File: config.mk
export PLATFORM = sky130hd
export DESIGN_NAME = timer_alarm_scheduler
export DESIGN_NICKNAME = d
export VERILOG_FILES = /design/src/rtl/timer_alarm_scheduler_pkg.sv /design/src/rtl/timer_alarm_scheduler_alarm_channel.sv /design/src/rtl/timer_alarm_scheduler.sv
export SDC_FILE = /design/constraint.sdc
export NUM_CORES = 2
export LEC_CHECK = 0
export CAP_MARGIN = 40
export CORE_ASPECT_RATIO = 0.9
export CORE_MARGIN = 2
export CORE_UTILIZATION = 45
export DETAILED_ROUTE_END_ITERATION = 10
export GPL_ROUTABILITY_DRIVEN = 0
export RECOVER_POWER = 25
export SYNTH_ARGS = -nofsm -noshare
export SYNTH_HDL_FRONTEND = slang
export SYNTH_SLANG_ARGS = --single-unit
File: constraint.sdc
create_clock -name clk -period 15.5 [get_ports clk]
set_clock_uncertainty 0.2 [all_clocks]
set_input_delay 3.1 -clock clk [delete_from_list [all_inputs] [get_ports clk]]
set_output_delay 3.1 -clock clk [all_outputs]
set_load 0.05 [all_outputs]
File: src/rtl/timer_alarm_scheduler_pkg.sv
// timer_pkg: shared count width, register offsets, ctrl bit positions and channel state type
package timer_pkg;
  localparam int CNT_W = 48;
  localparam logic [4:0] TGT_LO = 5'd0;
  localparam logic [4:0] TGT_HI = 5'd1;
  localparam logic [4:0] PERIOD = 5'd2;
  localparam logic [4:0] CTRL = 5'd3;
  localparam logic [4:0] PEND = 5'd16;
  localparam logic [4:0] MASK = 5'd17;
  localparam logic [4:0] CNT_LO = 5'd18;
  localparam logic [4:0] CNT_HI = 5'd19;
  localparam int CTRL_ARM = 0;
  localparam int CTRL_PERIODIC = 1;
  localparam int CTRL_DISARM = 2;
  typedef enum logic {IDLE, ARMED} ch_state_t;
endpackage

File: src/rtl/timer_alarm_scheduler_alarm_channel.sv
// alarm_channel: one alarm slot comparing the shared count against a target, one-shot or periodic
// Ports: clk, reset (async, active-high); count (shared timer count);
//   wr_tlo/wr_thi/wr_per/wr_ctrl (decoded register write strobes), wdata (write data),
//   w1c (clear pending); target, period, armed, periodic, pending, overrun (state for readback).
module alarm_channel import timer_pkg::*; #(
  parameter int W = CNT_W
) (
  input  logic         clk,
  input  logic         reset,
  input  logic [W-1:0] count,
  input  logic         wr_tlo,
  input  logic         wr_thi,
  input  logic         wr_per,
  input  logic         wr_ctrl,
  input  logic [31:0]  wdata,
  input  logic         w1c,
  output logic [W-1:0] target,
  output logic [31:0]  period,
  output logic         armed,
  output logic         periodic,
  output logic         pending,
  output logic [7:0]   overrun
);
  ch_state_t state;
  logic [W-1:0] diff;
  logic hit, hit_q, reload;
  assign diff = count - target;
  assign armed = state == ARMED;
  // hit_q blocks re-evaluation for one cycle so the periodic target update lands before the next compare
  assign hit = armed && !diff[W-1] && !hit_q;
  assign reload = hit_q && armed && periodic && period != 32'd0;
  always_ff @(posedge clk or posedge reset) begin
    if (reset) begin
      state <= IDLE;
      target <= '0;
      period <= '0;
      periodic <= 1'b0;
      hit_q <= 1'b0;
      pending <= 1'b0;
      overrun <= '0;
    end else begin
      hit_q <= hit;
      if (!wr_tlo && !wr_thi && reload) target <= target + W'(period);
      if (wr_tlo) target[31:0] <= wdata;
      if (wr_thi) target[W-1:32] <= wdata[W-33:0];
      if (wr_per) period <= wdata;
      if (wr_ctrl && wdata[CTRL_DISARM]) state <= IDLE;
      else if (wr_ctrl && wdata[CTRL_ARM]) begin
        state <= ARMED;
        periodic <= wdata[CTRL_PERIODIC];
      end else if (hit_q && !reload) state <= IDLE;
      pending <= hit_q || (pending && !w1c);
      // a set racing a clear leaves overrun alone
      if (hit_q && pending && !w1c && overrun != 8'hFF) overrun <= overrun + 8'd1;
      else if (w1c && !hit_q) overrun <= '0;
    end
  end
endmodule

File: src/rtl/timer_alarm_scheduler.sv
// timer_alarm_scheduler: MMIO slot sharing one timer count among NUM_CH alarm channels with masked irq
// Ports: clk, reset (async, active-high); cs/read/write/addr/wr_data (slot bus), rd_data (combinational
//   read data); count (free-running timer count); irq (registered level interrupt).
module timer_alarm_scheduler #(
  parameter int NUM_CH = 4,
  parameter int CNT_W = timer_pkg::CNT_W
) (
  input  logic             clk,
  input  logic             reset,
  input  logic             cs,
  input  logic             read,
  input  logic             write,
  input  logic [4:0]       addr,
  input  logic [31:0]      wr_data,
  output logic [31:0]      rd_data,
  input  logic [CNT_W-1:0] count,
  output logic             irq
);
  import timer_pkg::*;
  logic we;
  logic [1:0] c;
  logic [4:0] off;
  logic [CNT_W-1:0] tgt [4];
  logic [31:0] per [4];
  logic arm_a [4];
  logic perd_a [4];
  logic pend_a [4];
  logic [7:0] ovr [4];
  logic [3:0] pend_vec;
  logic [NUM_CH-1:0] mask;
  logic [CNT_W-33:0] snap_hi;
  assign we = cs && write;
  assign c = addr[3:2];
  assign off = {3'b0, addr[1:0]};
  for (genvar i = 0; i < 4; i++) begin : g_ch
    if (i < NUM_CH) begin : g_on
      logic sel;
      assign sel = we && !addr[4] && c == 2'(i);
      alarm_channel #(.W(CNT_W)) u_ch (
        .clk(clk),
        .reset(reset),
        .count(count),
        .wr_tlo(sel && off == TGT_LO),
        .wr_thi(sel && off == TGT_HI),
        .wr_per(sel && off == PERIOD),
        .wr_ctrl(sel && off == CTRL),
        .wdata(wr_data),
        .w1c(we && addr == PEND && wr_data[i]),
        .target(tgt[i]),
        .period(per[i]),
        .armed(arm_a[i]),
        .periodic(perd_a[i]),
        .pending(pend_a[i]),
        .overrun(ovr[i])
      );
    end else begin : g_off
      assign tgt[i] = '0;
      assign per[i] = '0;
      assign arm_a[i] = 1'b0;
      assign perd_a[i] = 1'b0;
      assign pend_a[i] = 1'b0;
      assign ovr[i] = '0;
    end
  end
  always_comb begin
    pend_vec = '0;
    for (int i = 0; i < 4; i++) pend_vec[i] = pend_a[i];
  end
  always_comb begin
    rd_data = '0;
    if (!addr[4])
      rd_data = off == TGT_LO ? tgt[c][31:0] :
                off == TGT_HI ? 32'(tgt[c][CNT_W-1:32]) :
                off == PERIOD ? per[c] :
                {16'h0, ovr[c], 5'h0, pend_a[c], perd_a[c], arm_a[c]};
    else
      rd_data = addr == PEND   ? 32'(pend_vec[NUM_CH-1:0]) :
                addr == MASK   ? 32'(mask) :
                addr == CNT_LO ? count[31:0] :
                addr == CNT_HI ? 32'(snap_hi) : 32'h0;
  end
  // reading the low count word freezes the high word so software gets a coherent 48-bit pair
  always_ff @(posedge clk or posedge reset) begin
    if (reset) begin
      mask <= '0;
      snap_hi <= '0;
      irq <= 1'b0;
    end else begin
      if (we && addr == MASK) mask <= wr_data[NUM_CH-1:0];
      if (cs && read && addr == CNT_LO) snap_hi <= count[CNT_W-1:32];
      irq <= |(pend_vec[NUM_CH-1:0] & mask);
    end
  end
endmodule

-- Word level (Yosys, flattened, before mapping)
Cells that the tools add are included.
- flip-flop bits (word level): 389
- output and inout bits: 33
- word-level logic and storage cells: 272
- $add $sub $neg: 12
- magnitude comparators: 1
- equal/unequal tests: 14
- mux-type cells: 58
- bitwise gates (word level): 6
- reduce and logical (&&, ||, !) cells: 146
- operators by type and width (kind ; number):
    $mux W32 ; 13
    $mux W48 ; 6
    $add A48 B32 Y48 ; 4
    $sub A48 B48 Y48 ; 4
    $reduce_bool A32 Y1 ; 4
    $bmux W48 S2 ; 1
    $logic_and A1 B1 Y1 ; 90
    $mux W16 ; 5
    $mux W8 ; 10
    $bmux W32 S2 ; 1
    $add A8 B1 Y8 const B ; 4
    $ne A8 B8 Y1 const B ; 4
    $logic_not A1 Y1 ; 25
    $reduce_bool A2 Y1 ; 12
    $eq A5 B5 Y1 const B ; 4
    $mux W1 ; 18
    $bmux W8 S2 ; 1
    $reduce_bool A3 Y1 ; 4
    $eq A2 B2 Y1 const B ; 4
    $reduce_and A2 Y1 ; 4
    $bmux W1 S2 ; 3
    $logic_not A5 Y1 ; 1
    $and A4 B4 Y4 ; 1
    $eq A2 B1 Y1 const B ; 2
    6 further kinds ; 12

-- Longest topological paths before layout
- depth in word-level cells: 9
- gate-level depth with buffers: 14

-- By module
A second synthesis with hierarchy kept.
- cell total of the unflattened synthesis: 3504
- area total of the unflattened synthesis: 32429.9 sq um
- modules (own cells, without submodules) (module ; instances ; cells each ; area an instance (sq um) ; seq. area each (sq um)):
    alarm_channel at g_ch[1].g_on.u_ch ... ; 3 ; 772 ; 7021.7 ; 2302.2
    alarm_channel at g_ch[0].g_on.u_ch ; 1 ; 777 ; 7083.0 ; 2302.2
    timer_alarm_scheduler ; 1 ; 411 ; 4281.6 ; 525.5

-- Worst setup path after synthesis
Ideal clock, no wire load.
- path type: input-to-output
- start: input addr[3]
- end: output rd_data[3]
- arrival: 6.049 ns
- data required time: 12.200 ns
- slack: 6.151 ns
- stages: 9
- buffers on the path: 4
- cells stage by stage: clkbuf_1 buf_1 clkbuf_1 clkbuf_1 mux4_2 mux2i_1 nor2_1 a21oi_1 o21ai_0
- cells in the longest elaborated chain, start to end: 8
- elaborated cells between the ends (all ways): 19
- RTL lines (item ; line ; RTL):
    start, declared ; timer_alarm_scheduler.sv:13 ; input logic [4:0] addr,
    $not A2 Y3 (implied by the code) ; timer_alarm_scheduler.sv:72, timer_alarm_scheduler.sv:73, timer_alarm_scheduler.sv:74 ;
    $bmux W32 S2 ; timer_alarm_scheduler.sv:74 ; off == PERIOD ? per[c] :
    $mux W32 (implied by the code) (2 in a row) ; timer_alarm_scheduler.sv:74 ;
    $mux W32 ; timer_alarm_scheduler.sv:74 ;
    $mux W32 ; timer_alarm_scheduler.sv:73 ; off == TGT_HI ? 32'(tgt[c][CNT_W-1:32]) :
    $mux W32 ; timer_alarm_scheduler.sv:72 ; rd_data = off == TGT_LO ? tgt[c][31:0] :
    $mux W32 (*) ; timer_alarm_scheduler.sv:71 ; if (!addr[4])
    end, declared ; timer_alarm_scheduler.sv:15 ; output logic [31:0] rd_data,
Mark *: on every way between the ends. The rest lies on a longest branch, timed or not. The select of a mux whose other input is x is not followed.

-- Final worst setup path
- start: input addr[2]
- end: output rd_data[15]
- cells in the longest elaborated chain, start to end: 8
- elaborated cells between the ends (all ways): 22
- RTL lines (item ; line):
    $not A2 Y3 (implied by the code) ; -
    $bmux W8 S2 or $bmux W32 S2 (tied branches) ; timer_alarm_scheduler.sv:75, timer_alarm_scheduler.sv:74
    $mux W8 (implied by the code) or $mux W32 (tied branches) (2 in a row) ; timer_alarm_scheduler.sv:75, timer_alarm_scheduler.sv:74
    $mux W32 ; timer_alarm_scheduler.sv:74
    $mux W32 ; timer_alarm_scheduler.sv:73
    $mux W32 ; timer_alarm_scheduler.sv:72
    $mux W32 (*) ; timer_alarm_scheduler.sv:71
Marked as above.

==> results.md <==
- Hpwl dp: approximately 100000 microns
- Final setup fails: 0
- Worst R2R Path Depth: 13
- Max-slew headroom: -237%
- Post-route minimum period: 12.17 ns
- Share of layout cells above drive strength 1: 13.3%
- Clk sinks: 389
- Final hold violation count: 0
- Power Density: approximately 130 nW/um^2
- Design area: roughly 35000 sq um
- Vias in the first global route: 27879
- CTS max path bufs: 3
- Mapped Avg Cell Area: 9.44 sq um
- Die W: 282 microns
- Crit Path Max Fanout: 49
- CTS Hold Bufs: 0
- Largest stage delay, worst path: 2.63 ns
- Unrepaired setup endpoints after global routing: false
- Gate Count Post-Synth: 3305
- Ranking of synthesized cells by area: dfrtp_1, ha_1, mux4_2
- Post-Syn Area: slightly above 30000 sq um
- Overflow after GRT: 0
- Reg area: 9730 sq um
- Largest net degree at the start of global routing: 157
- MaxCap Viol Count: 2
- Pre-antenna DRT Iters: 7
- Failing checks: capacitance limit, slew limit
- Area growth, synth to finish: 13.8%
- Kind of critical path: in -> out
- Async SR Flop Fraction: 100%
- H-tree depth: 2
- CTS tree: yes
- Cts repair resizes: 0
- Final period util: 78.5%
- Via count: a little under 30000
- Core Region: roughly 70000 sq um
- Hold Path Stages: 1
- Fin nets: between 3000 and 4000
- Die Ht: ~250 microns
- Total CTS buffers: 49
- Gr usage total: 36.3%
- CP required: 12.20 ns
- Worst hold path type: reg -> reg
- PortBufs: 122
- Dpl cell area: 33700 sq um
- Post-CTS setup buffers: 0
- Clk_lat worst skew: 0.64 ns
- Clock root buffer: clkbuf_16
- Post-synth EDFFs: 0
- Arr. time, crit path: 8.87 ns
- Crit end category: primary output
- Antenna violations before repair: 12
- Worst-margin pin slew: 5.02 ns
- Count of state elements after synthesis: 389
- Synth top area share: 31.2%
- Leakage Power: 16.4 nW
- Remaining DRCs: 0
- FMAX: 82.1 MHz
- Worst VDD drop: 0.0000955 V
- DR vias/cell: 6.82
- Starting Density: 45.5%
- First-pass GRT wire length: 189000 microns
- Worst path most repeated cell: mux4_2
- Max Slew Vio Count: 156
- Final TNS setup: 0 ns
- Yosys Warn Count: 0
- Most frequent cell after synthesis: dfrtp_1
- Seq/Total Area, Yosys: 31.2%
- Count of cell types in the netlist: 88
- Cell Rows: 91
- 1st-iter DRT viols: around 3900
- WL per Instance: between 20 and 30 microns
- Status: finished, violations left
- Die area: ~71000 sq um
- Worst setup SP type: primary input
- Crit-path slowest cell: clkbuf_1
- IO Count: 123
- Multi-input gate area: between 20000 and 25000 sq um
- DRT Wirelength: 131000 microns
- Number of fill cells: 6210
- Post-synth top flop: dfrtp_1
- Post-route ant nets: 0
- Crit-path cells: clkbuf_1 -> buf_4 -> buf_12 -> mux4_2 -> mux4_2 -> inv_1 -> o21ai_0 -> clkdlybuf4s50_1
- Post-Syn Nets: ~3700
- Yosys top cell by area: dfrtp_1
- Most frequent cells after synthesis: dfrtp_1, ha_1, o21ai_0
- Clock Pin Slew Worst Setup and Hold Paths: ~0.050 ns
## critical path: cells and delay by family
kind            cells  cell delay [ns]
buf+inv             5             4.47
compound gates      1             0.15
mux                 2             1.04
## cells in the final DEF (no fill, tap or decap), types with 77 or more instances in the layout
| cell | instances |
|---|---|
| nand4_1 | 77 |
| dfrtp_1 | 389 |
| nor2_1 | 158 |
| o21ai_0 | 269 |
| a21oi_1 | 180 |
| nand2_1 | 228 |
| clkdlybuf4s50_1 | 117 |
| nand3_1 | 84 |
| mux4_2 | 103 |
| ha_1 | 316 |
| inv_1 | 240 |
| a22oi_1 | 115 |
| mux2_2 | 152 |
| a21o_1 | 122 |
## metrics by stage
stage / total power (W) / util (%) / hold WS [ns] / instances / setup slack [ns]
3_5_place_dp: 0.00340 / 49.2 / 0.308 / 4263 / 5.72
2_1_floorplan: 0.00272 / - / 0.262 / 3305 / 1.39
3_3_place_gp: 0.00334 / 48.6 / 0.313 / 4241 / 5.62
6_report: 0.00473 / 51.8 / 0.331 / 4360 / 3.33
4_1_cts: 0.00466 / 51.8 / 0.319 / 4352 / 5.72
5_1_grt: 0.00495 / 51.8 / 0.333 / 4355 / 2.88
## final cells by class
type / count / share of cell area [%]
Timing Repair Buffer: 183 / 5.37
Inverter: 241 / 2.55
Sequential cell: 389 / 27.4
Multi-Input combinational cell: 2523 / 56.3
Tap cell: 930 / 3.28
Clock inverter: 16 / 0.758
Antenna cell: 5 / 0.0352
Clock buffer: 73 / 4.24
## report_power, final
group | internal [W] | total (W) | switching [W]
clock network | 0.000756 | 0.00126 | 0.000501
logic | 0.000819 | 0.00189 | 0.00107
registers | 0.00119 | 0.00158 | 0.000392
total | 0.00276 | 0.00473 | 0.00197
## metal layers
layer	routed length (microns)	global-route usage [%]
met5	78	0
met4	8080	19.4
met3	18300	12.7
met2	53100	51.1
met1	51200	48.6
## logic make-up after synthesis
family / after synthesis / synth area share (%)
AO/OA/AOI/OAI: 997 / 21.1
XOR/XNOR: 111 / 3.12
adder cells (fa/ha/maj): 320 / 12.9
buffers and inverters: 393 / 4.90
flip-flops: 389 / 31.2
multiplexers: 287 / 14.0
AND/OR/NAND/NOR: 808 / 12.8
## state kept, by name, summed over array words and instances (netlist names), 16 cells and up
name and cells:
g_ch.g_on.u_ch.period 128, g_ch.g_on.u_ch.target 192, g_ch.g_on.u_ch.overrun 32, snap_hi 16
## worst paths after layout
kind,start,end,slack (ns)
setup / recovery,addr[2],rd_data[15],3.33
hold / removal,g_ch[2].g_on.u_ch.overrun[5]$_DFFE_PP0P_,g_ch[2].g_on.u_ch.overrun[5]$_DFFE_PP0P_,0.33
setup reg to reg,g_ch[3].g_on.u_ch.period[0]$_DFFE_PP0P_,g_ch[3].g_on.u_ch.target[44]$_DFFE_PP0P_,10.66
hold reg to reg,g_ch[2].g_on.u_ch.overrun[5]$_DFFE_PP0P_,g_ch[2].g_on.u_ch.overrun[5]$_DFFE_PP0P_,0.33
max in group asynchronous,reset,g_ch[0].g_on.u_ch.overrun[7]$_DFFE_PP0P_,8.11
min in group asynchronous,reset,snap_hi[12]$_DFFE_PP0P_,4.26
(Power assumes the default switching activity.)
